`config.mk`:
```
export PLATFORM = sky130hd
export DESIGN_NAME = addr_unit_flat
export DESIGN_NICKNAME = d
export VERILOG_FILES = /design/src/rtl/addr_pkg.sv /design/src/rtl/addr_unit_if.sv /design/src/rtl/addr_unit_ret_stack.sv /design/src/rtl/addr_unit.sv /design/src/flat_wrapper.sv
export SDC_FILE = /design/constraint.sdc
export NUM_CORES = 1
export LEC_CHECK = 0
export CORE_AREA = 2 2 57 59
export DETAILED_ROUTE_END_ITERATION = 12
export DIE_AREA = 0 0 59 61
export PLACE_DENSITY = 0.66
export REMOVE_ABC_BUFFERS = 1
export SKIP_CTS_REPAIR_TIMING = 1
export SYNTH_ARGS = -nofsm -noshare
export SYNTH_HDL_FRONTEND = slang
export SYNTH_SLANG_ARGS = --single-unit
```
`constraint.sdc`:
```
create_clock -name clock -period 2 [get_ports clock]
set_input_delay 0.4 -clock clock [delete_from_list [all_inputs] [get_ports clock]]
set_output_delay 0.4 -clock clock [all_outputs]
set_load 0.03 [all_outputs]
```
`src/rtl/addr_pkg.sv`:
```
// addr_pkg: shared encodings for the Neander program-counter / memory-address unit.
//   pc_op_e  : PC operation codes driven by the control unit (6..7 decode as HOLD)
//   rem_sel_e: REM source select codes (3 decodes as PC)
package addr_pkg;

  localparam int unsigned PC_OP_W   = 3;
  localparam int unsigned REM_SEL_W = 2;

  typedef enum logic [PC_OP_W-1:0] {
    PC_HOLD  = 3'd0,
    PC_INC   = 3'd1,
    PC_LOAD  = 3'd2,
    PC_CLEAR = 3'd3,
    PC_CALL  = 3'd4,
    PC_RET   = 3'd5
  } pc_op_e;

  typedef enum logic [REM_SEL_W-1:0] {
    REM_PC   = 2'd0,
    REM_LOAD = 2'd1,
    REM_DATA = 2'd2
  } rem_sel_e;

endpackage

```
`src/rtl/addr_unit_if.sv`:
```
// addr_unit_if: control-unit <-> address-unit bus.
//   master (control unit): drives pc_op, load_addr, data_addr, rem_sel, rem_load;
//                          observes pc, mem_addr, stk_empty, stk_full, stk_err
//   slave  (addr_unit)   : the reverse
interface addr_unit_if
  import addr_pkg::*;
#(
  parameter int unsigned AW = 8
);

  logic [PC_OP_W-1:0]   pc_op;
  logic [AW-1:0]        load_addr;
  logic [AW-1:0]        data_addr;
  logic [REM_SEL_W-1:0] rem_sel;
  logic                 rem_load;
  logic [AW-1:0]        pc;
  logic [AW-1:0]        mem_addr;
  logic                 stk_empty;
  logic                 stk_full;
  logic                 stk_err;

  modport master (
    output pc_op, load_addr, data_addr, rem_sel, rem_load,
    input  pc, mem_addr, stk_empty, stk_full, stk_err
  );

  modport slave (
    input  pc_op, load_addr, data_addr, rem_sel, rem_load,
    output pc, mem_addr, stk_empty, stk_full, stk_err
  );

endinterface

```
`src/rtl/addr_unit_ret_stack.sv`:
```
// ret_stack: LIFO of return addresses for CALL/RET.
//   clock, reset : rising-edge clock, synchronous active-high reset (empties the stack)
//   push, pop    : one operation per edge; caller guarantees no push when full / pop when empty
//   push_data    : address pushed on push
//   top          : most recently pushed entry (don't-care when empty)
//   empty, full  : decoded from the registered stack pointer
module ret_stack #(
  parameter int unsigned AW          = 8,
  parameter int unsigned STACK_DEPTH = 4
) (
  input  logic          clock,
  input  logic          reset,
  input  logic          push,
  input  logic          pop,
  input  logic [AW-1:0] push_data,
  output logic [AW-1:0] top,
  output logic          empty,
  output logic          full
);

  localparam int unsigned PW = $clog2(STACK_DEPTH + 1);
  localparam int unsigned IW = $clog2(STACK_DEPTH);

  logic [PW-1:0] sp;
  logic [AW-1:0] mem [STACK_DEPTH];

  // Stack pointer: number of valid entries.
  always_ff @(posedge clock) begin
    if (reset) begin
      sp <= '0;
    end else if (push) begin
      sp <= sp + PW'(1);
    end else if (pop) begin
      sp <= sp - PW'(1);
    end
  end

  // Entry storage needs no reset; contents behind sp are never observed.
  always_ff @(posedge clock) begin
    if (push && !reset) begin
      mem[IW'(sp)] <= push_data;
    end
  end

  assign top   = mem[IW'(sp - PW'(1))];
  assign empty = (sp == '0);
  assign full  = (sp == PW'(STACK_DEPTH));

endmodule

```
`src/rtl/addr_unit.sv`:
```
// addr_unit: parameterised PC + REM front end of the Neander datapath.
//   clock : rising-edge clock
//   reset : synchronous active-high reset (priority over all other inputs)
//   bus   : addr_unit_if.slave -- pc_op, load_addr, data_addr, rem_sel, rem_load in;
//           pc, mem_addr, stk_empty, stk_full, stk_err out (all from registers)
// Optional feature macro: ADDR_STACK_EN compiles in the return stack and CALL/RET.
// Without it CALL/RET decode as HOLD and the stack flags are tied (empty=1, full=0, err=0).
module addr_unit
  import addr_pkg::*;
#(
  parameter int unsigned AW          = 8,
  parameter int unsigned STEP        = 1,
  parameter int unsigned RESET_PC    = 0,
  parameter int unsigned STACK_DEPTH = 4
) (
  input  logic         clock,
  input  logic         reset,
  addr_unit_if.slave   bus
);

  logic [AW-1:0] pc_q;
  logic [AW-1:0] pc_next;
  logic [AW-1:0] pc_inc;
  logic [AW-1:0] rem_q;
  logic [AW-1:0] rem_next;
  logic          err_set;

  // Incrementer wraps modulo 2^AW by truncation.
  assign pc_inc = pc_q + AW'(STEP);

`ifdef ADDR_STACK_EN
  logic          stk_push;
  logic          stk_pop;
  logic [AW-1:0] stk_top;
  logic          stk_empty_w;
  logic          stk_full_w;
  logic          err_q;

  // Illegal push/pop are suppressed here so the stack never over/underflows.
  assign stk_push = (bus.pc_op == PC_CALL) && !stk_full_w;
  assign stk_pop  = (bus.pc_op == PC_RET)  && !stk_empty_w;

  ret_stack #(
    .AW          (AW),
    .STACK_DEPTH (STACK_DEPTH)
  ) u_ret_stack (
    .clock     (clock),
    .reset     (reset),
    .push      (stk_push),
    .pop       (stk_pop),
    .push_data (pc_inc),
    .top       (stk_top),
    .empty     (stk_empty_w),
    .full      (stk_full_w)
  );
`endif

  // Next PC and stack-error detection.
  always_comb begin
    pc_next = pc_q;
    err_set = 1'b0;
    case (bus.pc_op)
      PC_INC:   pc_next = pc_inc;
      PC_LOAD:  pc_next = bus.load_addr;
      PC_CLEAR: pc_next = AW'(RESET_PC);
`ifdef ADDR_STACK_EN
      PC_CALL: begin
        if (stk_full_w) err_set = 1'b1;
        else            pc_next = bus.load_addr;
      end
      PC_RET: begin
        if (stk_empty_w) err_set = 1'b1;
        else             pc_next = stk_top;
      end
`endif
      default: pc_next = pc_q;
    endcase
  end

  // REM source; PC selection uses the pre-edge PC.
  always_comb begin
    rem_next = pc_q;
    case (bus.rem_sel)
      REM_LOAD: rem_next = bus.load_addr;
      REM_DATA: rem_next = bus.data_addr;
      default:  rem_next = pc_q;
    endcase
  end

  // PC and REM registers.
  always_ff @(posedge clock) begin
    if (reset) begin
      pc_q  <= AW'(RESET_PC);
      rem_q <= '0;
    end else begin
      pc_q <= pc_next;
      if (bus.rem_load) begin
        rem_q <= rem_next;
      end
    end
  end

`ifdef ADDR_STACK_EN
  // Sticky stack error, cleared only by reset.
  always_ff @(posedge clock) begin
    if (reset) begin
      err_q <= 1'b0;
    end else if (err_set) begin
      err_q <= 1'b1;
    end
  end

  assign bus.stk_empty = stk_empty_w;
  assign bus.stk_full  = stk_full_w;
  assign bus.stk_err   = err_q;
`else
  assign bus.stk_empty = 1'b1;
  assign bus.stk_full  = 1'b0;
  assign bus.stk_err   = err_set;
`endif

  assign bus.pc       = pc_q;
  assign bus.mem_addr = rem_q;

endmodule

```
`src/flat_wrapper.sv`:
```
// flat-port wrapper written by rule: the top's interface ports become plain ports
module addr_unit_flat import addr_pkg::*;
#(
  parameter int unsigned AW          = 8,
  parameter int unsigned STEP        = 1,
  parameter int unsigned RESET_PC    = 0,
  parameter int unsigned STACK_DEPTH = 4
)
  (clock, reset, bus_pc_op, bus_load_addr, bus_data_addr, bus_rem_sel, bus_rem_load, bus_pc, bus_mem_addr, bus_stk_empty, bus_stk_full, bus_stk_err);
  addr_unit_if #(.AW(AW)) bus_i ();
  input  logic clock;
  input  logic reset;
  input wire logic [$bits(bus_i.pc_op)-1:0] bus_pc_op;
  input wire logic [$bits(bus_i.load_addr)-1:0] bus_load_addr;
  input wire logic [$bits(bus_i.data_addr)-1:0] bus_data_addr;
  input wire logic [$bits(bus_i.rem_sel)-1:0] bus_rem_sel;
  input wire logic [$bits(bus_i.rem_load)-1:0] bus_rem_load;
  output wire logic [$bits(bus_i.pc)-1:0] bus_pc;
  output wire logic [$bits(bus_i.mem_addr)-1:0] bus_mem_addr;
  output wire logic [$bits(bus_i.stk_empty)-1:0] bus_stk_empty;
  output wire logic [$bits(bus_i.stk_full)-1:0] bus_stk_full;
  output wire logic [$bits(bus_i.stk_err)-1:0] bus_stk_err;
  assign bus_i.pc_op = bus_pc_op;
  assign bus_i.load_addr = bus_load_addr;
  assign bus_i.data_addr = bus_data_addr;
  assign bus_i.rem_sel = bus_rem_sel;
  assign bus_i.rem_load = bus_rem_load;
  assign bus_pc = bus_i.pc;
  assign bus_mem_addr = bus_i.mem_addr;
  assign bus_stk_empty = bus_i.stk_empty;
  assign bus_stk_full = bus_i.stk_full;
  assign bus_stk_err = bus_i.stk_err;
  addr_unit #(.AW(AW), .STEP(STEP), .RESET_PC(RESET_PC), .STACK_DEPTH(STACK_DEPTH)) u_core (.clock(clock), .reset(reset), .bus(bus_i));
endmodule
```
==> impl_metrics.ini <==
[yosys]
yosysTopAreaCell = dfxtp_1
synth_top_cells_by_count = dfxtp_1 (16), a21oi_1 (14), nor2_1 (10)
synth_ff_type = dfxtp_1
synth.avg_cell_area_um2 = 7.63
netlist_area_um2 = 985
syn_inst = 129
async_flop_share_pct = 0
ys_ff_latch = 16
yosysUniqueCellTypes = 32
yosysTopAreaCellShare_pct = 32.5
synth_most_common_cell = dfxtp_1
synth.top_cells.by_area = dfxtp_1 (33%), a21oi_1 (7.1%), nand2b_1 (5.7%)
synth_edf_count = 0
ys_seq_area_share_pct = 32.5
synth_warnings = 0

[floorplan]
initial_core_util_pct = 33.3
die_w_um = 59
coreArea_um2 = 2950
die-area_um2 = 3600
io_pins = 43
fp.dieH_um = 61
rows = 20

[critical_path]
crit_family = buffers and inverters
cp_cell_sequence = clkdlybuf4s50_1
crit_fanout = 7
critPathMaxStageDelay_ns = 0.72
cp.arrival_ns = 1.48
cp-start-kind = register
path_class = reg2out
worstPathRequired_ns = 1.60
end_kind = primary output
cp_num_buf_inv = 1
slowest_stage = clkdlybuf4s50_1

[power]
power-per-cell-area_nw_per_um2 = 564
leakagePower_nw = 0.526
ir_worst_vdd_mv = 0.223
total_power_mw = 0.821

[final_layout]
fin_util_pct = 49.3
fillers = 291
num-nets-final = 197
syn2layout_area_growth_pct = 47.8
antenna_cells = 0
layout-drive-gt1-share_pct = 7.10

[worst_hold_path]
hold_path_class = reg2reg

[global_routing]
grt_max_degree = 17
grt_pass1_wl_um = 4950
grt_overflow_total = 0
first_global_vias = 1098
grt_use_total_pct = 18.5
antenna_found_initial = 0

[sta]
fin_crit_ns = 1.88
finalSetupTns_ns = 0
finalSetupViolCount = 0
max_freq_ghz = 0.532
timing.final.max_slew_violations = 0
fin_crit_sh_pct = 94.0
fin_skew_ns = 0.0130
timing.final.hold_violations = 0
rsz0062_at_grt = no

[detailed_routing]
vias_per_cell = 5.62
wl_per_cell_um = 15.5
routed_wl_um = 3130
dr.pass1.iters = 4
drc = 0
final_antenna_net_count = 0
vias = 1135
drt_iter0_markers = 46

[clock_tree]
cts_inserted_buffers = 3
h-tree-depth = 1
clk_path_buf_depth = 2
cts.sinks = 16
clk_latency_ns = 0.29
clock-root-buffer = clkbuf_4
cts_tree = built
cts.clk_slew.worst_paths_ns = 0.10

[status]
status = finished, final reports clean

[place]
dp_hpwl_um = 2400
gp_congestion = 0.869
port_buffers = 39

[flow_run]
max_cap_violations = 0
[worst paths after layout]
path / start / endpoint / slack (ns) / depth (start not counted)
max: u_core.bus.pc[3]$_SDFFE_PP0P_ / bus_pc[3] / 0.12 / 1
min: u_core.bus.mem_addr[0]$_SDFFE_PP0P_ / u_core.bus.mem_addr[0]$_SDFFE_PP0P_ / 0.49 / 2
max reg2reg: u_core.bus.pc[2]$_SDFFE_PP0P_ / u_core.bus.pc[6]$_SDFFE_PP0P_ / 0.50 / 5
min reg2reg: u_core.bus.mem_addr[0]$_SDFFE_PP0P_ / u_core.bus.mem_addr[0]$_SDFFE_PP0P_ / 0.49 / 2
[power breakdown]
part           internal [mW]  switching [mW]  total (mW)
combinational          0.116           0.129       0.245
sequential             0.335          0.0171       0.352
clock                  0.111           0.113       0.223
total                  0.562           0.259       0.821
[sequential cells by signal, summed over array words and instances, names as in the netlist]
signal / flops
u_core.bus.pc: 8
u_core.bus.mem_addr: 8
[layout by cell type (no fill, tap or decap), types with 3 or more instances in the layout]
master           instances
conb_1                   3
nor2_1                  10
o22ai_1                  7
dfxtp_1                 16
nor2b_1                  3
clkbuf_4                 3
nand2_1                  5
a221oi_1                 3
ha_1                     3
a21oi_1                 14
inv_1                    8
a22oi_1                  7
o21ai_0                  6
buf_4                    7
clkdlybuf4s50_1         39
nand2b_1                 9
nand3_1                  4
[per-stage QoR]
step / worst slack, ns / instance area, um2 / hold slack [ns] / instances
2_1_floorplan: 0.409 / 935 / 0.469 / 119
3_3_place_gp: 0.0861 / 1420 / 0.470 / 198
3_5_place_dp: 0.0923 / 1420 / 0.472 / 198
4_1_cts: 0.114 / 1460 / 0.491 / 202
5_1_grt: 0.0444 / 1460 / 0.505 / 202
6_report: 0.120 / 1460 / 0.489 / 202
[layout make-up]
cell class | instances | area, um2 | area share, %
inverter | 8 | 30.0 | 2.06
multi-input combinational | 95 | 584 | 40.2
sequential | 16 | 320 | 22.0
clock buffer | 4 | 36.3 | 2.49
timing repair buffer | 46 | 443 | 30.4
tap | 33 | 41.3 | 2.84
[layer usage]
metal	global-route usage, %	share of wire [%]	vias up
met5	0	0	-
li1	-	-	546
met1	23.6	45	530
met2	29.7	47	53
met4	11.7	2.4	0
met3	2.13	5.3	6
[cell families (layout without fill, tap and decap cells)]
group / after synthesis / after routing / share of synthesized area (%)
flip-flops: 16 / 16 / 32.5
buffers and inverters: 19 / 58 / 8.51
XOR/XNOR: 1 / 1 / 0.890
AND/OR/NAND/NOR: 40 / 40 / 21.7
AO/OA/AOI/OAI: 48 / 48 / 31.8
adder cells (fa/ha/maj): 3 / 3 / 3.81
other: 2 / 3 / 0.763
Power figures use the tool's default switching activity.
